===== src/rtl/image_dram_pkg.sv =====
// Shared types, AXI constants and burst sizing for the image DRAM reader.
// The write-side counterpart will reuse these.
package image_dram_pkg;

  typedef enum logic [1:0] {
    IDLE = 2'd0,
    CALC = 2'd1,
    AR   = 2'd2,
    R    = 2'd3
  } reader_state_t;

  localparam logic [1:0]  AXI_BURST_INCR = 2'b01;
  localparam logic [1:0]  AXI_RESP_OKAY  = 2'b00;
  localparam logic [2:0]  AXI_SIZE_16B   = 3'b100;
  localparam int unsigned AXI_4K_BEATS   = 256;
  localparam int unsigned BEAT_SHIFT     = 4;

  // Largest burst that fits the remaining request, the burst cap and the current 4 KB page.
  function automatic logic [8:0] calc_burst_len(
    input logic [8:0] remaining,
    input logic [7:0] addr_11_4,
    input logic [8:0] max_len
  );
    logic [8:0] to_page;
    logic [8:0] len;
    to_page = 9'(AXI_4K_BEATS) - {1'b0, addr_11_4};
    len     = remaining;
    if (max_len < len) len = max_len;
    if (to_page < len) len = to_page;
    return len;
  endfunction

endpackage


===== src/rtl/image_dram_reader_if.sv =====
// AXI4 read-address and read-data channels between the reader and the HP port.
interface image_dram_reader_if #(
  parameter int unsigned ADDR_W = 39,
  parameter int unsigned DATA_W = 128
);
  logic [ADDR_W-1:0] araddr;
  logic [7:0]        arlen;
  logic [2:0]        arsize;
  logic [1:0]        arburst;
  logic              arvalid;
  logic              arready;
  logic [DATA_W-1:0] rdata;
  logic [1:0]        rresp;
  logic              rlast;
  logic              rvalid;
  logic              rready;

  modport master (
    output araddr, arlen, arsize, arburst, arvalid, rready,
    input  arready, rdata, rresp, rlast, rvalid
  );

  modport slave (
    input  araddr, arlen, arsize, arburst, arvalid, rready,
    output arready, rdata, rresp, rlast, rvalid
  );
endinterface


===== src/rtl/image_dram_reader.sv =====
// AXI4 read master: splits one image read request into page-safe bursts,
// issues them one at a time and forwards the returned beats in order.
module image_dram_reader
  import image_dram_pkg::*;
#(
  parameter int unsigned DRAM_ADDR_WIDTH = 39,
  parameter int unsigned DRAM_DATA_WIDTH = 128,
  parameter int unsigned MAX_BURST_LEN   = 16
) (
  input  logic                       clk_pixel,
  input  logic                       image_dram_reader_reset,
  input  logic [DRAM_ADDR_WIDTH-1:0] dram_read_addr,
  input  logic [7:0]                 dram_read_len,
  input  logic                       dram_read_en,
  output logic                       dram_read_busy,
  output logic [DRAM_DATA_WIDTH-1:0] dram_read_data,
  output logic                       dram_read_data_valid,
  output logic                       reader_error,
  image_dram_reader_if.master        m_axi
);

  localparam logic [8:0] MAX_LEN = 9'(MAX_BURST_LEN);

  reader_state_t              state;
  logic [DRAM_ADDR_WIDTH-1:0] cur_addr;
  logic [8:0]                 remaining;
  logic [8:0]                 burst;
  logic [7:0]                 beat_cnt;

  logic [8:0] next_burst_c;
  logic       beat_c;
  logic       last_beat_c;

  assign next_burst_c = calc_burst_len(remaining, cur_addr[11:4], MAX_LEN);
  assign beat_c       = m_axi.rvalid && m_axi.rready;
  assign last_beat_c  = (beat_cnt == 8'd0);

  assign m_axi.arsize  = AXI_SIZE_16B;
  assign m_axi.arburst = AXI_BURST_INCR;

  always_ff @(posedge clk_pixel) begin
    if (image_dram_reader_reset) begin
      state                <= IDLE;
      cur_addr             <= '0;
      remaining            <= '0;
      burst                <= '0;
      beat_cnt             <= '0;
      dram_read_busy       <= 1'b0;
      dram_read_data       <= '0;
      dram_read_data_valid <= 1'b0;
      reader_error         <= 1'b0;
      m_axi.araddr         <= '0;
      m_axi.arlen          <= '0;
      m_axi.arvalid        <= 1'b0;
      m_axi.rready         <= 1'b0;
    end else begin
      dram_read_data_valid <= 1'b0;

      // A strobe outside IDLE is dropped but flagged.
      if (dram_read_en && (state != IDLE)) reader_error <= 1'b1;

      unique case (state)
        IDLE: begin
          if (dram_read_en) begin
            cur_addr       <= {dram_read_addr[DRAM_ADDR_WIDTH-1:BEAT_SHIFT], 4'h0};
            remaining      <= 9'(dram_read_len) + 9'd1;
            dram_read_busy <= 1'b1;
            state          <= CALC;
            if (dram_read_addr[3:0] != 4'h0) reader_error <= 1'b1;
          end
        end

        CALC: begin
          burst         <= next_burst_c;
          beat_cnt      <= 8'(next_burst_c - 9'd1);
          m_axi.araddr  <= cur_addr;
          m_axi.arlen   <= 8'(next_burst_c - 9'd1);
          m_axi.arvalid <= 1'b1;
          state         <= AR;
        end

        AR: begin
          if (m_axi.arready) begin
            m_axi.arvalid <= 1'b0;
            m_axi.rready  <= 1'b1;
            state         <= R;
          end
        end

        R: begin
          if (beat_c) begin
            dram_read_data       <= m_axi.rdata;
            dram_read_data_valid <= 1'b1;
            if (m_axi.rresp != AXI_RESP_OKAY) reader_error <= 1'b1;
            if (m_axi.rlast != last_beat_c)   reader_error <= 1'b1;

            if (last_beat_c) begin
              remaining    <= remaining - burst;
              cur_addr     <= cur_addr + (DRAM_ADDR_WIDTH'(burst) << BEAT_SHIFT);
              m_axi.rready <= 1'b0;
              if (remaining == burst) begin
                dram_read_busy <= 1'b0;
                state          <= IDLE;
              end else begin
                state <= CALC;
              end
            end else begin
              beat_cnt <= beat_cnt - 8'd1;
            end
          end
        end

        default: state <= IDLE;
      endcase
    end
  end

endmodule


===== src/flat_wrapper.sv =====
// flat-port wrapper written by rule: the top's interface ports become plain ports
module image_dram_reader_flat import image_dram_pkg::*;
#(
  parameter int unsigned DRAM_ADDR_WIDTH = 39,
  parameter int unsigned DRAM_DATA_WIDTH = 128,
  parameter int unsigned MAX_BURST_LEN   = 16
)
  (clk_pixel, image_dram_reader_reset, dram_read_addr, dram_read_len, dram_read_en, dram_read_busy, dram_read_data, dram_read_data_valid, reader_error, m_axi_araddr, m_axi_arlen, m_axi_arsize, m_axi_arburst, m_axi_arvalid, m_axi_rready, m_axi_arready, m_axi_rdata, m_axi_rresp, m_axi_rlast, m_axi_rvalid);
  image_dram_reader_if #(.ADDR_W((39)), .DATA_W((128))) m_axi_i ();
  input  logic clk_pixel;
  input  logic image_dram_reader_reset;
  input  logic [DRAM_ADDR_WIDTH-1:0] dram_read_addr;
  input  logic [7:0] dram_read_len;
  input  logic dram_read_en;
  output logic dram_read_busy;
  output logic [DRAM_DATA_WIDTH-1:0] dram_read_data;
  output logic dram_read_data_valid;
  output logic reader_error;
  output wire logic [$bits(m_axi_i.araddr)-1:0] m_axi_araddr;
  output wire logic [$bits(m_axi_i.arlen)-1:0] m_axi_arlen;
  output wire logic [$bits(m_axi_i.arsize)-1:0] m_axi_arsize;
  output wire logic [$bits(m_axi_i.arburst)-1:0] m_axi_arburst;
  output wire logic [$bits(m_axi_i.arvalid)-1:0] m_axi_arvalid;
  output wire logic [$bits(m_axi_i.rready)-1:0] m_axi_rready;
  input wire logic [$bits(m_axi_i.arready)-1:0] m_axi_arready;
  input wire logic [$bits(m_axi_i.rdata)-1:0] m_axi_rdata;
  input wire logic [$bits(m_axi_i.rresp)-1:0] m_axi_rresp;
  input wire logic [$bits(m_axi_i.rlast)-1:0] m_axi_rlast;
  input wire logic [$bits(m_axi_i.rvalid)-1:0] m_axi_rvalid;
  assign m_axi_araddr = m_axi_i.araddr;
  assign m_axi_arlen = m_axi_i.arlen;
  assign m_axi_arsize = m_axi_i.arsize;
  assign m_axi_arburst = m_axi_i.arburst;
  assign m_axi_arvalid = m_axi_i.arvalid;
  assign m_axi_rready = m_axi_i.rready;
  assign m_axi_i.arready = m_axi_arready;
  assign m_axi_i.rdata = m_axi_rdata;
  assign m_axi_i.rresp = m_axi_rresp;
  assign m_axi_i.rlast = m_axi_rlast;
  assign m_axi_i.rvalid = m_axi_rvalid;
  image_dram_reader #(.DRAM_ADDR_WIDTH(DRAM_ADDR_WIDTH), .DRAM_DATA_WIDTH(DRAM_DATA_WIDTH), .MAX_BURST_LEN(MAX_BURST_LEN)) u_core (.clk_pixel(clk_pixel), .image_dram_reader_reset(image_dram_reader_reset), .dram_read_addr(dram_read_addr), .dram_read_len(dram_read_len), .dram_read_en(dram_read_en), .dram_read_busy(dram_read_busy), .dram_read_data(dram_read_data), .dram_read_data_valid(dram_read_data_valid), .reader_error(reader_error), .m_axi(m_axi_i));
endmodule

===== config.mk =====
export PLATFORM = sky130hd
export DESIGN_NAME = image_dram_reader_flat
export DESIGN_NICKNAME = d
export VERILOG_FILES = /design/src/rtl/image_dram_pkg.sv /design/src/rtl/image_dram_reader_if.sv /design/src/rtl/image_dram_reader.sv /design/src/flat_wrapper.sv
export SDC_FILE = /design/constraint.sdc
export NUM_CORES = 1
export LEC_CHECK = 0
export CORE_ASPECT_RATIO = 2
export CORE_MARGIN = 4
export CORE_UTILIZATION = 31
export DETAILED_ROUTE_END_ITERATION = 16
export GPL_TIMING_DRIVEN = 0
export MAX_ROUTING_LAYER = met4
export PLACE_DENSITY_LB_ADDON = 0.3
export SLEW_MARGIN = 15
export SYNTH_ARGS = -nofsm -noshare
export SYNTH_HDL_FRONTEND = slang
export SYNTH_SLANG_ARGS = --single-unit

===== constraint.sdc =====
create_clock -name clk_pixel -period 3.8 [get_ports clk_pixel]
set_clock_uncertainty 0.05 [all_clocks]
set_input_delay 1.14 -clock clk_pixel [delete_from_list [all_inputs] [get_ports clk_pixel]]
set_output_delay 1.14 -clock clk_pixel [all_outputs]
set_load 0.05 [all_outputs]

==> metrics.txt, run 1 <==
# TYPE chip_impl_metric gauge
chip_impl_metric{name="ys_seq_elements",unit=""} 239
chip_impl_metric{name="grt_use_total",unit="%"} 24.0
chip_impl_info{name="critical_path.most_common_cell",value="sky130_fd_sc_hd__ha_4"} 1
chip_impl_info{name="yosysTopAreaCell",value="sky130_fd_sc_hd__dfxtp_1"} 1
chip_impl_metric{name="ant_nets",unit=""} 0
chip_impl_metric{name="routedWlPerCell",unit="um"} 21.3
chip_impl_metric{name="synth.avg_cell_area",unit="um2"} 8.00
chip_impl_metric{name="ir_worst_vdd",unit="V"} 0.000431
chip_impl_metric{name="grt_max_degree",unit=""} 15
chip_impl_metric{name="numClockSinks",unit=""} 239
chip_impl_metric{name="totalNegativeSetupSlack",unit="ps"} -73.4
chip_impl_metric{name="clkLatencyLatePin",unit="ps"} 540
chip_impl_info{name="status",value="complete, but fails checks"} 1
chip_impl_metric{name="fill_cells",unit=""} 3539
chip_impl_metric{name="worst_pin_slew",unit="ps"} 914
chip_impl_metric{name="crit_required",unit="ps"} 4130
chip_impl_metric{name="slowest_delay",unit="ps"} 390
chip_impl_info{name="cp_slowest_cell",value="sky130_fd_sc_hd__nor4_4"} 1
chip_impl_metric{name="critPathMaxFanout",unit=""} 7
chip_impl_info{name="crit_family",value="simple AND/OR/NAND/NOR gates"} 1
chip_impl_info{name="critPathLaunchType",value="flip-flop"} 1
chip_impl_metric{name="placed_cells",unit=""} 2226
chip_impl_metric{name="n_antenna_cell",unit=""} 0
chip_impl_metric{name="wl",unit="um"} 48700
chip_impl_metric{name="max_clock_freq",unit="MHz"} 260
chip_impl_metric{name="synth-seq-area-share",unit="%"} 42.5
chip_impl_info{name="violations",value="negative setup slack"} 1
chip_impl_metric{name="fin_cells",unit=""} 2286
chip_impl_metric{name="timing.final.max_slew_violations",unit=""} 0
chip_impl_metric{name="yosys.area.top_type_share",unit="%"} 42.5
chip_impl_info{name="netlist_top_cells_area",value="sky130_fd_sc_hd__dfxtp_1 42%, sky130_fd_sc_hd__nand2_1 10%, sky130_fd_sc_hd__a21oi_1 7.7%"} 1
chip_impl_metric{name="finalNetCount",unit=""} 2038
chip_impl_info{name="startpoint",value="u_core.remaining[8]"} 1
chip_impl_metric{name="gate_count_after_technology_mapping",unit=""} 1408
chip_impl_metric{name="yosys_warnings",unit=""} 0
chip_impl_metric{name="async_flop_share",unit="%"} 0
chip_impl_metric{name="starting_drc_count_in_detailed_routing",unit=""} 613
chip_impl_metric{name="clk_transition_reported_paths",unit="ps"} 70
chip_impl_metric{name="grt_first_pass_wirelength",unit="um"} 70900
chip_impl_metric{name="finalCoreUtilization",unit="%"} 46.8
chip_impl_info{name="ctsRootBufferMaster",value="sky130_fd_sc_hd__clkbuf_16"} 1
chip_impl_info{name="worst-setup-path-type",value="flip-flop to flip-flop"} 1
chip_impl_metric{name="initial_cell_density_of_the_core",unit="%"} 31.5
chip_impl_metric{name="maxSlewHeadroom",unit="%"} 39.1
chip_impl_metric{name="final.hold.worst_slack",unit="ps"} 402
chip_impl_metric{name="globalRoute.totalOverflow",unit=""} 0
chip_impl_info{name="endpoint_kind",value="flip-flop"} 1
chip_impl_info{name="cts_tree",value="yes"} 1
chip_impl_metric{name="hold_viol_final",unit=""} 0
chip_impl_info{name="worst_hold_startpoint",value="u_core.dram_read_data[7]"} 1
chip_impl_metric{name="setup-violations-final",unit=""} 2
chip_impl_metric{name="dr_total_vias",unit=""} 11900
chip_impl_metric{name="clockBufferDepth",unit=""} 3
chip_impl_metric{name="ports",unit=""} 368
chip_impl_info{name="synth_ff_type",value="sky130_fd_sc_hd__dfxtp_1"} 1
chip_impl_metric{name="fp.dieH",unit="um"} 278
chip_impl_metric{name="postLayoutSetupSlackWorst",unit="ps"} -39.8
chip_impl_metric{name="cts_buffers",unit=""} 24
chip_impl_metric{name="detailedRoute.firstPassIterationCount",unit=""} 5
chip_impl_metric{name="area.growth.synth_to_final",unit="%"} 48.8
chip_impl_metric{name="portbufs",unit=""} 357
chip_impl_metric{name="power.total",unit="mW"} 11.4
chip_impl_metric{name="synth_cell_type_count",unit=""} 73
chip_impl_metric{name="route.detailed.drc",unit=""} 0
chip_impl_metric{name="postPlaceCellArea",unit="um2"} 15500
chip_impl_metric{name="max_cap_viols",unit=""} 0
chip_impl_metric{name="drive_above_1_share",unit="%"} 7.73
chip_impl_metric{name="htree_levels",unit=""} 1
chip_impl_info{name="timing.hold.worst.class",value="flip-flop to flip-flop"} 1
chip_impl_metric{name="critical_path_buf_inv_count",unit=""} 2
chip_impl_metric{name="gp_congestion",unit=""} 0.987
chip_impl_metric{name="synth-edff-count",unit=""} 0
chip_impl_metric{name="p_leak",unit="nW"} 5.83
chip_impl_metric{name="final_design_area_no_fill",unit="um2"} 16800
chip_impl_metric{name="place_hpwl",unit="um"} 38200
chip_impl_metric{name="antenna_found_initial",unit=""} 0
chip_impl_metric{name="cell_area_after_technology_mapping",unit="um2"} 11300
chip_impl_metric{name="die_area",unit="um2"} 39600
chip_impl_metric{name="critPathArrivalTime",unit="ps"} 4170
chip_impl_metric{name="std_cell_rows",unit=""} 98
chip_impl_info{name="cp_cell_sequence",value="nor4_4, and2_4, buf_6, nand2_4, ha_4, a211oi_4, nand4_1, a31oi_4, mux2_4, ha_4, buf_8, nor2_4, a21oi_4, o22ai_2, xnor2_2, mux2i_2, o22ai_1"} 1
chip_impl_metric{name="detailedPlace.worstSlack",unit="ps"} -1020
chip_impl_metric{name="p_per_area",unit="nW/um2"} 679
chip_impl_metric{name="die_w",unit="um"} 143
chip_impl_info{name="grt_setup_unrepaired",value="yes"} 1
chip_impl_metric{name="finalCritPeriodShare",unit="%"} 101
chip_impl_info{name="regToRegStartpoint",value="u_core.remaining[8]"} 1
chip_impl_metric{name="core_area",unit="um2"} 35800
chip_impl_metric{name="vias_per_cell",unit=""} 5.20
chip_impl_metric{name="grt_pass1_vias",unit=""} 12200
chip_impl_metric{name="period_needed",unit="ps"} 3840
[state kept, by name, indices dropped and copies added (netlist names)]
| name | cells |
|---|---|
| u_core.burst | 9 |
| u_core.state | 2 |
| u_core.m_axi.arvalid | 1 |
| u_core.m_axi.rready | 1 |
| u_core.m_axi.araddr | 35 |
| u_core.remaining | 9 |
| u_core.cur_addr | 35 |
| u_core.reader_error | 1 |
| u_core.dram_read_data | 128 |
| u_core.beat_cnt | 8 |
| u_core.m_axi.arlen | 8 |
| u_core.dram_read_busy | 1 |
| u_core.dram_read_data_valid | 1 |
[tightest hold or removal path, cell delays in order, from the launching register on]
cell and delay, ps:
sky130_fd_sc_hd__dfxtp_1 310, sky130_fd_sc_hd__nand2_1 50, sky130_fd_sc_hd__a21oi_1 50
[layer usage]
metal  vias to the layer above  GRT usage, %  share of wire [%]
li1                       5708             -                  -
met1                      5508          22.0                 33
met2                       524          43.8                 53
met3                       145          4.67                6.4
met4                         0          15.9                7.8
met5                         -             -                  0
[cells in the mapped netlist (12+ instances only)]
| cell type | count |
|---|---|
| sky130_fd_sc_hd__dfxtp_1 | 239 |
| sky130_fd_sc_hd__nand3_1 | 30 |
| sky130_fd_sc_hd__clkbuf_1 | 89 |
| sky130_fd_sc_hd__a211oi_1 | 26 |
| sky130_fd_sc_hd__nand2_1 | 302 |
| sky130_fd_sc_hd__a21oi_1 | 174 |
| sky130_fd_sc_hd__nor3_1 | 25 |
| sky130_fd_sc_hd__and3_1 | 12 |
| sky130_fd_sc_hd__mux2i_1 | 44 |
| sky130_fd_sc_hd__inv_1 | 35 |
| sky130_fd_sc_hd__xnor2_1 | 19 |
| sky130_fd_sc_hd__a31oi_1 | 13 |
| sky130_fd_sc_hd__ha_1 | 34 |
| sky130_fd_sc_hd__o21ai_0 | 28 |
| sky130_fd_sc_hd__nand4_1 | 14 |
| sky130_fd_sc_hd__nor2_1 | 105 |
[cell families after synthesis]
family,share of synthesized area (%)
mux,4.41
buf+inv,5.33
fa+ha+maj,4.13
simple gates,21.8
compound gates,19.5
flops,42.5
other cells,0.0667
xor+xnor,2.33
[final cells by class]
cell class	count	area [um2]	area share, %
clock inverters	9	109	0.649
plain buffers	107	495	2.96
well taps	450	563	3.36
flip-flops and latches	239	4800	28.6
clock buffers	34	719	4.29
inverters	37	139	0.828
repair buffers	378	3730	22.2
multi-input cells	1032	6210	37.1
[power breakdown]
part	switching (mW)	internal, mW	leakage [nW]
combinational	3.26	2.34	3.48
clock	1.09	1.46	0.410
sequential	0.394	2.85	1.94
[cell usage in the layout (no fill, tap or decap), types with 5 or more instances in the layout]
cell type,netlist,routed
sky130_fd_sc_hd__o21ai_0,28,26
sky130_fd_sc_hd__nor3_1,25,24
sky130_fd_sc_hd__xnor2_1,19,16
sky130_fd_sc_hd__buf_2,9,9
sky130_fd_sc_hd__buf_4,9,29
sky130_fd_sc_hd__clkbuf_8,0,7
sky130_fd_sc_hd__a21oi_1,174,172
sky130_fd_sc_hd__a311oi_1,8,8
sky130_fd_sc_hd__o211ai_1,5,5
sky130_fd_sc_hd__xor2_1,11,9
sky130_fd_sc_hd__clkinv_2,0,5
sky130_fd_sc_hd__dfxtp_1,239,234
sky130_fd_sc_hd__a211oi_1,26,25
sky130_fd_sc_hd__a21o_1,5,5
sky130_fd_sc_hd__and3_1,12,12
sky130_fd_sc_hd__o22ai_1,8,6
sky130_fd_sc_hd__o21a_1,5,5
sky130_fd_sc_hd__and2_1,7,6
sky130_fd_sc_hd__a22oi_1,9,8
sky130_fd_sc_hd__nor2_1,105,102
sky130_fd_sc_hd__a211o_1,8,8
sky130_fd_sc_hd__ha_1,34,27
sky130_fd_sc_hd__inv_1,35,34
sky130_fd_sc_hd__conb_1,2,13
sky130_fd_sc_hd__nand2_1,302,299
sky130_fd_sc_hd__nor2b_1,11,11
sky130_fd_sc_hd__mux2i_1,44,43
sky130_fd_sc_hd__nand3_1,30,30
sky130_fd_sc_hd__clkdlybuf4s50_1,0,357
sky130_fd_sc_hd__ha_4,0,5
sky130_fd_sc_hd__nor4_1,10,8
sky130_fd_sc_hd__or4_1,5,5
sky130_fd_sc_hd__o21ai_1,4,6
sky130_fd_sc_hd__clkbuf_1,89,81
sky130_fd_sc_hd__nand2b_1,11,11
sky130_fd_sc_hd__clkbuf_16,0,25
sky130_fd_sc_hd__a31oi_1,13,12
sky130_fd_sc_hd__o221ai_1,5,5
sky130_fd_sc_hd__nand4_1,14,14
[final timing paths]
check                                                end  slack (ps)  cells past startpoint
worst max-delay path                  u_core.beat_cnt[4]         -40                     17
worst min-delay path            u_core.dram_read_data[7]         400                      2
worst max register to register        u_core.beat_cnt[4]         -40                     17
worst min register to register  u_core.dram_read_data[7]         400                      2
[what timing repair did]
item,in CTS,in global routing
pin swaps,21,23
endpoints found under the setup margin,8,5
resized for setup,40,41
hold buffers,0,0
gates cloned,0,1
setup buffers,16,5
Power figures use the tool's default switching activity.
==> run 2: changes to the inputs <==
--- a/config.mk
+++ b/config.mk
@@ -12,7 +12,6 @@
 export GPL_TIMING_DRIVEN = 0
 export MAX_ROUTING_LAYER = met4
 export PLACE_DENSITY_LB_ADDON = 0.3
-export SLEW_MARGIN = 15
 export SYNTH_ARGS = -nofsm -noshare
 export SYNTH_HDL_FRONTEND = slang
 export SYNTH_SLANG_ARGS = --single-unit
==> constraint.sdc (replaced) <==
create_clock -name clk_pixel -period 3.52 [get_ports clk_pixel]
set_clock_uncertainty 0.05 [all_clocks]
set_input_delay 1.056 -clock clk_pixel [delete_from_list [all_inputs] [get_ports clk_pixel]]
set_output_delay 1.056 -clock clk_pixel [all_outputs]
set_load 0.05 [all_outputs]
==> metrics.txt, run 2 (synthesized netlist as in run 1, its figures left out) <==
# TYPE chip_impl_metric gauge
chip_impl_info{name="status",value="complete, but fails checks"} 1
chip_impl_info{name="violations",value="negative setup slack"} 1
chip_impl_metric{name="die_w",unit="um"} 143
chip_impl_metric{name="starting_drc_count_in_detailed_routing",unit=""} 605
chip_impl_metric{name="place_hpwl",unit="um"} 37400
chip_impl_metric{name="std_cell_rows",unit=""} 98
chip_impl_metric{name="detailedPlace.worstSlack",unit="ps"} -1010
chip_impl_metric{name="grt.met1_usage",unit="%"} 21.6
chip_impl_metric{name="worst_pin_slew",unit="ps"} 968
chip_impl_info{name="regMostFlops",value="u_core.dram_read_data"} 1
chip_impl_metric{name="placed_cells",unit=""} 2226
chip_impl_metric{name="wl",unit="um"} 47700
chip_impl_metric{name="grt_first_pass_wirelength",unit="um"} 70200
chip_impl_metric{name="finalCoreUtilization",unit="%"} 47.1
chip_impl_metric{name="critPathMaxFanout",unit=""} 8
chip_impl_info{name="worst-setup-path-type",value="flip-flop to flip-flop"} 1
chip_impl_metric{name="area.growth.synth_to_final",unit="%"} 49.7
chip_impl_metric{name="clk_transition_reported_paths",unit="ps"} 70
chip_impl_info{name="worst_hold_startpoint",value="u_core.dram_read_data[9]"} 1
chip_impl_metric{name="max_cap_viols",unit=""} 0
chip_impl_metric{name="totalNegativeSetupSlack",unit="ps"} -1000
chip_impl_metric{name="vias_per_cell",unit=""} 5.25
chip_impl_metric{name="grt_use_total",unit="%"} 23.6
chip_impl_metric{name="slowest_delay",unit="ps"} 360
chip_impl_metric{name="timing.reg2reg.worst_path_depth",unit=""} 18
chip_impl_metric{name="clkLatencyLatePin",unit="ps"} 540
chip_impl_metric{name="whs_path_depth",unit=""} 2
chip_impl_info{name="cp_cell_sequence",value="nor4_4, buf_4, and2_4, buf_8, nand2_4, ha_4, a211oi_4, a221oi_2, a31oi_2, clkbuf_8, mux2_4, ha_4, clkbuf_16, a21oi_4, o22ai_4, xnor2_2, mux2i_2, o22ai_1"} 1
chip_impl_metric{name="crit_required",unit="ps"} 3850
chip_impl_metric{name="gp_congestion",unit=""} 0.943
chip_impl_metric{name="core_area",unit="um2"} 35800
chip_impl_info{name="critPathLaunchType",value="flip-flop"} 1
chip_impl_info{name="min_to",value="u_core.dram_read_data[9]"} 1
chip_impl_metric{name="hold_viol_final",unit=""} 0
chip_impl_metric{name="numClockSinks",unit=""} 239
chip_impl_info{name="crit_family",value="compound AO/OA/AOI/OAI gates"} 1
chip_impl_metric{name="grt.met2_usage",unit="%"} 42.3
chip_impl_info{name="layout_common_cells",value="357 x sky130_fd_sc_hd__clkdlybuf4s50_1, 298 x sky130_fd_sc_hd__nand2_1, 233 x sky130_fd_sc_hd__dfxtp_1"} 1
chip_impl_metric{name="fill_cells",unit=""} 3492
chip_impl_info{name="rr_endpoint",value="u_core.m_axi.arlen[4]"} 1
chip_impl_metric{name="finalCritPeriodShare",unit="%"} 107
chip_impl_metric{name="p_per_area",unit="nW/um2"} 735
chip_impl_metric{name="maxSlewHeadroom",unit="%"} 35.0
chip_impl_metric{name="globalRoute.totalOverflow",unit=""} 0
chip_impl_metric{name="timing.final.max_slew_violations",unit=""} 0
chip_impl_info{name="cts_tree",value="yes"} 1
chip_impl_info{name="busiest_grt_layer",value="met2"} 1
chip_impl_metric{name="r2r_slack",unit="ps"} -240
chip_impl_info{name="cp_slowest_cell",value="sky130_fd_sc_hd__dfxtp_4"} 1
chip_impl_metric{name="postLayoutSetupSlackWorst",unit="ps"} -239
chip_impl_metric{name="fin_cells",unit=""} 2293
chip_impl_metric{name="ir_worst_vdd",unit="V"} 0.000434
chip_impl_info{name="layout_commonest_cell",value="sky130_fd_sc_hd__clkdlybuf4s50_1"} 1
chip_impl_metric{name="routedWlPerCell",unit="um"} 20.8
chip_impl_info{name="largest_registers",value="u_core.dram_read_data (128), u_core.cur_addr (35), u_core.m_axi.araddr (35)"} 1
chip_impl_metric{name="detailedRoute.firstPassIterationCount",unit=""} 5
chip_impl_metric{name="final-seq-area",unit="um2"} 4800
chip_impl_info{name="grt_setup_unrepaired",value="yes"} 1
chip_impl_metric{name="clockBufferDepth",unit=""} 3
chip_impl_metric{name="htree_levels",unit=""} 1
chip_impl_metric{name="grt_util_met3",unit="%"} 4.47
chip_impl_metric{name="portbufs",unit=""} 357
chip_impl_info{name="ctsRootBufferMaster",value="sky130_fd_sc_hd__clkbuf_16"} 1
chip_impl_metric{name="largest_reg_flops",unit=""} 128
chip_impl_metric{name="period_needed",unit="ps"} 3760
chip_impl_info{name="critical_path.most_common_cell",value="sky130_fd_sc_hd__ha_4"} 1
chip_impl_metric{name="die_area",unit="um2"} 39600
chip_impl_metric{name="route.detailed.drc",unit=""} 0
chip_impl_metric{name="critical_path_buf_inv_count",unit=""} 4
chip_impl_metric{name="initial_cell_density_of_the_core",unit="%"} 31.5
chip_impl_metric{name="ports",unit=""} 368
chip_impl_info{name="regToRegStartpoint",value="u_core.remaining[8]"} 1
chip_impl_metric{name="multi_input_area",unit="um2"} 6270
chip_impl_metric{name="grt_pass1_vias",unit=""} 12500
chip_impl_metric{name="antenna_found_initial",unit=""} 4
chip_impl_metric{name="fp.dieH",unit="um"} 278
chip_impl_info{name="timing.hold.worst.class",value="flip-flop to flip-flop"} 1
chip_impl_metric{name="power.total",unit="mW"} 12.4
chip_impl_metric{name="drive_above_1_share",unit="%"} 7.88
chip_impl_metric{name="ant_nets",unit=""} 0
chip_impl_metric{name="setup-violations-final",unit=""} 5
chip_impl_info{name="endpoint_kind",value="flip-flop"} 1
chip_impl_metric{name="grt_max_degree",unit=""} 15
chip_impl_metric{name="max_clock_freq",unit="MHz"} 266
chip_impl_metric{name="finalNetCount",unit=""} 2042
chip_impl_metric{name="p_leak",unit="nW"} 5.87
chip_impl_info{name="startpoint",value="u_core.remaining[8]"} 1
chip_impl_metric{name="dr_total_vias",unit=""} 12000
chip_impl_metric{name="critPathArrivalTime",unit="ps"} 4090
chip_impl_metric{name="cts_buffers",unit=""} 24
chip_impl_metric{name="cts_hold_buffers",unit=""} 0
run 2: stage by stage:
step | cell area (um2) | hold slack [ps]
after detailed placement | 15600 | 396
after CTS | 16600 | 404
after global routing | 16900 | 420
final | 16900 | 403
after floorplan | 11400 | 397
after global placement | 15600 | 390
run 2: tightest hold or removal path, cell delays in order (launching register included):
cell,delay (ps)
sky130_fd_sc_hd__dfxtp_1,310
sky130_fd_sc_hd__nand2_1,50
sky130_fd_sc_hd__a21oi_1,50
run 2: worst max-delay path by stage:
stage                       endpoint  slack (ps)  cells past startpoint
2_1_floorplan  u_core.m_axi.arlen[6]         -30                     19
3_3_place_gp      u_core.beat_cnt[4]        -990                     18
3_5_place_dp      u_core.beat_cnt[4]       -1010                     18
4_1_cts           u_core.beat_cnt[4]        -410                     17
5_1_grt        u_core.m_axi.arlen[4]        -350                     18
6_report       u_core.m_axi.arlen[4]        -240                     18
run 2: where the power goes:
part | internal (mW) | switching, mW
logic | 2.60 | 3.54
registers | 3.08 | 0.421
clock network | 1.62 | 1.12
total | 7.30 | 5.09
run 2: what timing repair did:
action | in CTS | in global routing
endpoints found under the setup margin | 19 | 7
setup buffers | 14 | 11
gates resized for setup | 29 | 40
pin swaps | 15 | 17
run 2: final cells by class:
class / count / share of cell area, %
clock inverter: 9 / 0.898
sequential: 239 / 28.5
inverter: 37 / 0.838
timing repair buffer: 382 / 22.3
buffer: 107 / 3.00
clock buffer: 33 / 3.95
tap: 450 / 3.34
multi-input combinational: 1032 / 37.2
antenna: 4 / 0.0594
run 2: layer usage:
metal,share of wire (%),vias to the layer above
met5,0,-
met3,6.7,197
met2,52,563
met4,8.6,0
met1,32,5566
li1,-,5717
